[src/rtl/gcd_initiator.sv]
`default_nettype none
// ============================================================================
// Module   : gcd_initiator
// Purpose  : Batch front-end for an external GCD core. Up to four operand
//            pairs are loaded from switches, then issued one at a time to
//            the core over a Start / q_I / q_Done / Ack handshake. Results
//            are stored per entry and read back through Rd_idx / Rd_data.
//            Entries with a zero operand are never issued: their result is
//            forced to 0 and their Err bit is set.
// Revision : 1.0 - initial release
// ----------------------------------------------------------------------------
// Ports
//   Clk, Reset (async, active low)  clock / reset
//   Load, Go, Clear                 single-cycle user pulses
//   Ain_sw, Bin_sw [7:0]            operand pair captured on Load
//   Rd_idx [1:0] / Rd_data [7:0]    combinational result readback
//   Count [2:0]                     number of loaded entries (0..4)
//   Busy, Done_all, Err [3:0]       run status, per-entry error flags
//   Ain, Bin [7:0], Start, Ack      core request side
//   Core_Reset                      one-cycle core reset on WAIT timeout
//   q_I, q_Done, AB_GCD [7:0]       core status / result
// Configuration
//   GCD_INITIATOR_TIMEOUT_EN        when defined, WAIT gives up after 4095
//                                   cycles, pulses Core_Reset and flags the
//                                   entry. Undefined: WAIT waits forever.
// ============================================================================
module gcd_initiator (
    input  logic       Clk,
    input  logic       Reset,
    input  logic       Load,
    input  logic       Go,
    input  logic       Clear,
    input  logic [7:0] Ain_sw,
    input  logic [7:0] Bin_sw,
    input  logic [1:0] Rd_idx,
    output logic [7:0] Rd_data,
    output logic [2:0] Count,
    output logic       Busy,
    output logic       Done_all,
    output logic [3:0] Err,
    output logic [7:0] Ain,
    output logic [7:0] Bin,
    output logic       Start,
    output logic       Ack,
    output logic       Core_Reset,
    input  logic       q_I,
    input  logic       q_Done,
    input  logic [7:0] AB_GCD
);

    typedef enum logic [5:0] {
        IDLE = 6'b000001,
        REQ  = 6'b000010,
        WAIT = 6'b000100,
        ACK  = 6'b001000,
        NEXT = 6'b010000,
        FIN  = 6'b100000
    } state_t;

    state_t state, state_next;

    logic [7:0] ent_a [4];
    logic [7:0] ent_b [4];
    logic [7:0] res   [4];
    logic [2:0] count;
    logic [1:0] idx;
    logic [3:0] err;
    logic [7:0] ain_hold;
    logic [7:0] bin_hold;

    logic do_load, do_go, do_clear, do_issue, do_skip, do_capture, do_advance;
    logic entry_zero, last_entry, timeout;

    assign entry_zero = (ent_a[idx] == 8'd0) || (ent_b[idx] == 8'd0);
    assign last_entry = ({1'b0, idx} == (count - 3'd1));

`ifdef GCD_INITIATOR_TIMEOUT_EN
    // Counts cycles spent in WAIT; held at zero elsewhere, so it is
    // naturally zero on the first WAIT cycle.
    logic [11:0] wait_cnt;

    always_ff @(posedge Clk or negedge Reset) begin
        if (!Reset) begin
            wait_cnt <= '0;
        end else if (state != WAIT) begin
            wait_cnt <= '0;
        end else begin
            wait_cnt <= wait_cnt + 12'd1;
        end
    end

    assign timeout    = (state == WAIT) && !q_Done && (wait_cnt == 12'hFFF);
    assign Core_Reset = timeout;
`else
    assign timeout    = 1'b0;
    assign Core_Reset = 1'b0;
`endif

    always_ff @(posedge Clk or negedge Reset) begin
        if (!Reset) begin
            state <= IDLE;
        end else begin
            state <= state_next;
        end
    end

    always_comb begin
        state_next = state;
        do_load    = 1'b0;
        do_go      = 1'b0;
        do_clear   = 1'b0;
        do_issue   = 1'b0;
        do_skip    = 1'b0;
        do_capture = 1'b0;
        do_advance = 1'b0;
        case (state)
            IDLE: begin
                // Clear first, then Load; Go only when neither is present.
                if (Clear) begin
                    do_clear = 1'b1;
                end else if (Load) begin
                    do_load = (count != 3'd4);
                end else if (Go && (count != 3'd0)) begin
                    do_go      = 1'b1;
                    state_next = NEXT;
                end
            end
            NEXT: begin
                if (entry_zero) begin
                    do_skip    = 1'b1;
                    do_advance = 1'b1;
                end else begin
                    do_issue   = 1'b1;
                    state_next = REQ;
                end
            end
            REQ: begin
                if (!q_I) begin
                    state_next = WAIT;
                end
            end
            WAIT: begin
                if (q_Done) begin
                    do_capture = 1'b1;
                    state_next = ACK;
                end else if (timeout) begin
                    do_skip    = 1'b1;
                    do_advance = 1'b1;
                end
            end
            ACK: begin
                if (q_I) begin
                    do_advance = 1'b1;
                end
            end
            FIN: begin
                if (Clear) begin
                    do_clear   = 1'b1;
                    state_next = IDLE;
                end else if (Go && (count != 3'd0)) begin
                    do_go      = 1'b1;
                    state_next = NEXT;
                end
            end
            default: begin
                state_next = IDLE;
            end
        endcase
        if (do_advance) begin
            state_next = last_entry ? FIN : NEXT;
        end
    end

    always_ff @(posedge Clk or negedge Reset) begin
        if (!Reset) begin
            count    <= '0;
            idx      <= '0;
            err      <= '0;
            ain_hold <= '0;
            bin_hold <= '0;
            for (int i = 0; i < 4; i++) begin
                ent_a[i] <= '0;
                ent_b[i] <= '0;
                res[i]   <= '0;
            end
        end else begin
            if (do_clear) begin
                count <= '0;
                err   <= '0;
                for (int i = 0; i < 4; i++) begin
                    res[i] <= '0;
                end
            end
            if (do_load) begin
                ent_a[count[1:0]] <= Ain_sw;
                ent_b[count[1:0]] <= Bin_sw;
                count             <= count + 3'd1;
            end
            if (do_go) begin
                idx <= '0;
                err <= '0;
                for (int i = 0; i < 4; i++) begin
                    res[i] <= '0;
                end
            end
            // Operands are latched on the way into REQ and then left alone
            // until the next issue, so they are stable through ACK.
            if (do_issue) begin
                ain_hold <= ent_a[idx];
                bin_hold <= ent_b[idx];
            end
            if (do_skip) begin
                res[idx] <= '0;
                err[idx] <= 1'b1;
            end
            if (do_capture) begin
                res[idx] <= AB_GCD;
            end
            if (do_advance && !last_entry) begin
                idx <= idx + 2'd1;
            end
        end
    end

    assign Rd_data  = res[Rd_idx];
    assign Count    = count;
    assign Err      = err;
    assign Ain      = ain_hold;
    assign Bin      = bin_hold;
    assign Start    = (state == REQ);
    assign Ack      = (state == ACK);
    assign Busy     = (state == NEXT) || (state == REQ) ||
                      (state == WAIT) || (state == ACK);
    assign Done_all = (state == FIN);

endmodule
`default_nettype wire

[config.mk]
export PLATFORM = sky130hd
export DESIGN_NAME = gcd_initiator
export DESIGN_NICKNAME = d
export VERILOG_FILES = /design/src/rtl/gcd_initiator.sv
export SDC_FILE = /design/constraint.sdc
export NUM_CORES = 1
export LEC_CHECK = 0
export ABC_CLOCK_PERIOD_IN_PS = 6800
export CAP_MARGIN = 0
export CORE_MARGIN = 2
export CORE_UTILIZATION = 60
export DETAILED_ROUTE_END_ITERATION = 16
export MAX_ROUTING_LAYER = met4
export PLACE_DENSITY = 0.82
export SLEW_MARGIN = 30
export SYNTH_ARGS = -nofsm -noshare
export SYNTH_HDL_FRONTEND = slang
export SYNTH_SLANG_ARGS = --single-unit
[constraint.sdc]
create_clock -name Clk -period 6.8 [get_ports Clk]
set_input_delay 1.36 -clock Clk [delete_from_list [all_inputs] [get_ports Clk]]
set_output_delay 1.36 -clock Clk [all_outputs]
set_load 0.02 [all_outputs]
==> results.toml <==
[status]
outcome = "finished, final reports clean"

[run]
cap_violations = 0

[place]
io_buffers = 67
pre_cts_ws_ps = 2132
gp_congestion = 0.8323
dp_hpwl_um = 8187
placed_area_um2 = 6631

[routing]
viasPerCell = 6.120
vias = 3788
first_iter_violations = 152
drt.antenna.violating_nets = 0
avgRoutedWirePerCell_um = 20.51
drc = 0
drt_first_pass_iters = 5
wirelength_um = 12690

[final_layout]
multi_input_area_um2 = 2557
drive_gt1_share_pct = 32.30
fin_nets = 515
areaGrowthSynthToFinish_pct = 23.00
seqCellArea_um2 = 3181
diodes = 0
fin_area_um2 = 7212
fillers = 645

[cts]
clkTransAtPathRegs_ps = 60
postCtsHoldBufs = 0
clock_path_buffers = 2
cts_tree = "built"
cts_made_buffers = 17
htree_levels = 4
root_buffer = "clkbuf_8"
clock_sinks = 127
insertion_delay_ps = 530
post-cts-setup-buffers = 0
cts_resized = 0

[pwr]
p_leak_uw = 0.003198
internal_power_uw = 2057
p_per_area_nw_per_um2 = 419.5
combPwrFrac_pct = 32.5
p_sw_share_pct = 32.01
p_switching_uw = 968.5
ir_drop_uv = 304.5
seqPwrFrac_pct = 38.3
pwr-share-clk_pct = 29.2

[logic_synthesis]
synth_ff_type = "dfrtp_1"
ys.warnings.count = 0
synthTopCellsByArea = "dfrtp_1 54%, mux2_2 15%, mux4_2 9.2%"
ys_seq_elements = 127
async_flop_share_pct = 100.0
synth.most_common_cell = "dfrtp_1"
synth_edf_count = 0
ys_types = 50
yosysTopAreaCellShare_pct = 53.78
yosys.area.top_type = "dfrtp_1"
syn_nets = 446
synth_cells = 404
ys_seq_area_share_pct = 54.23
syn_avg_cell_area_um2 = 14.51
synthesis.area_um2 = 5863
synth_common_cells = "126 x dfrtp_1, 80 x mux2_2, 36 x a22o_1"

[sta]
setup_ws_ps = 2156
rsz0062_at_grt = "no"
finalSetupTns_ps = 0
period_minus_slack_ps = 4644
tightest_slew_ps = 879.8
hold_viol = 0
finalSetupViolations = 0
slew_violations = 0
clock_skew_ps = 8.288
relSlewSlack_pct = 41.20
max_freq_mhz = 215.3
min_period_over_period_pct = 68.30

[grt]
antenna_found_initial = 0
grt_overflow_total = 0
grt_max_degree = 65
grt_pass1_vias = 3897
grt_first_pass_wirelength_um = 20100
track_usage_pct = 26.75

[setup_path]
cp_max_fo = 8
worstSetupPathType = "input port to primary output"
critPathRequiredTime_ps = 5440
critPathCaptureType = "primary output"
crit_path_start_kind = "input port"
crit_arrival_ps = 3280

[floorplanning]
die_area_um2 = 10580
core_area_um2 = 9639
die_width_um = 102.9
die_h_um = 102.9
start_util_pct = 60.83
io_pins = 69
std_cell_rows = 36

[hold_path]
hold_class = "flip-flop to flip-flop"
==> placed cells by master (no fill, tap or decap), types with 4 or more instances in the layout <==
cell type and n:
a21oi_1 4, a22o_1 36, and2_1 4, buf_4 4, clkbuf_16 16, clkdlybuf4s50_1 66, clkinv_2 4, dfrtp_1 125
ha_1 9, inv_1 10, mux2_2 80, mux4_2 24, nand2_1 17, nand3_1 5, nor2_1 6, nor2b_1 5
nor4_2 4, o21ai_0 7, o22ai_4 5
==> cell families (layout without fill, tap and decap cells) <==
group	count (synthesis)	count (layout)	share of synthesized area, %
flops	127	127	54.23
compound gates	68	68	10.44
mux	105	105	24.75
buf+inv	30	112	2.156
simple gates	60	60	5.847
fa+ha+maj	9	9	1.921
xor+xnor	4	4	0.5976
other cells	1	1	0.06396
==> power groups by stage <==
| stage | combinational (uW) | clock [uW] | sequential [uW] |
|---|---|---|---|
| detailed placement | 982 | 0 | 1160 |
| CTS | 994 | 892 | 1160 |
| global route | 1060 | 931 | 1180 |
| global placement | 953 | 0 | 1140 |
| finish | 982 | 884 | 1160 |
| floorplan | 679 | 0 | 1150 |
==> area by class of cell <==
type,count,area share (%)
flip-flops and latches,127,44.10
clock inverters,13,1.908
inverters,10,0.5205
multi-input cells,247,35.46
well taps,133,2.307
repair buffers,70,9.577
clock buffers,19,6.124
==> layer usage <==
| layer | GRT usage (%) | vias up | wire length (um) |
|---|---|---|---|
| li1 | - | 1674 | - |
| met1 | 32.44 | 1962 | 5334 |
| met2 | 43.34 | 129 | 6486 |
| met3 | 7.864 | 23 | 675 |
| met4 | 9.109 | 0 | 198 |
| met5 | - | - | 0 |
==> stage by stage <==
stage | total power (uW) | hold slack, ps | instances | util (%)
global route | 3176 | 512.9 | 619 | 74.82
CTS | 3043 | 498.9 | 619 | 74.81
finish | 3025 | 494.8 | 619 | 74.82
detailed placement | 2145 | 483.1 | 587 | 68.80
floorplan | 1834 | 460.8 | 404 | -
global placement | 2090 | 478.7 | 587 | 68.80
==> path summary, 6_finish.rpt <==
check                           slack [ps]  cells past startpoint          to       from
worst max-delay path                  2160                      3  Rd_data[3]  Rd_idx[0]
worst min-delay path                   490                      1     res[21]    res[21]
worst max register to register        3870                      7     res[28]     idx[0]
worst min register to register         490                      1     res[21]    res[21]
max in group asynchronous             4590                      2   ent_a[12]      Reset
min in group asynchronous              920                      1    state[2]      Reset
==> state kept, by name, indices dropped and copies added, names as in the netlist <==
register	count
ent_b	32
Err	4
Ain	8
res	32
state	6
Count	3
ent_a	32
idx	2
Bin	8
==> critical path: stages <==
cell and delay, ps:
clkdlybuf4s50_1 810, mux4_2 560, clkdlybuf4s50_1 550
Note: power is estimated with default switching activity, not from simulation.
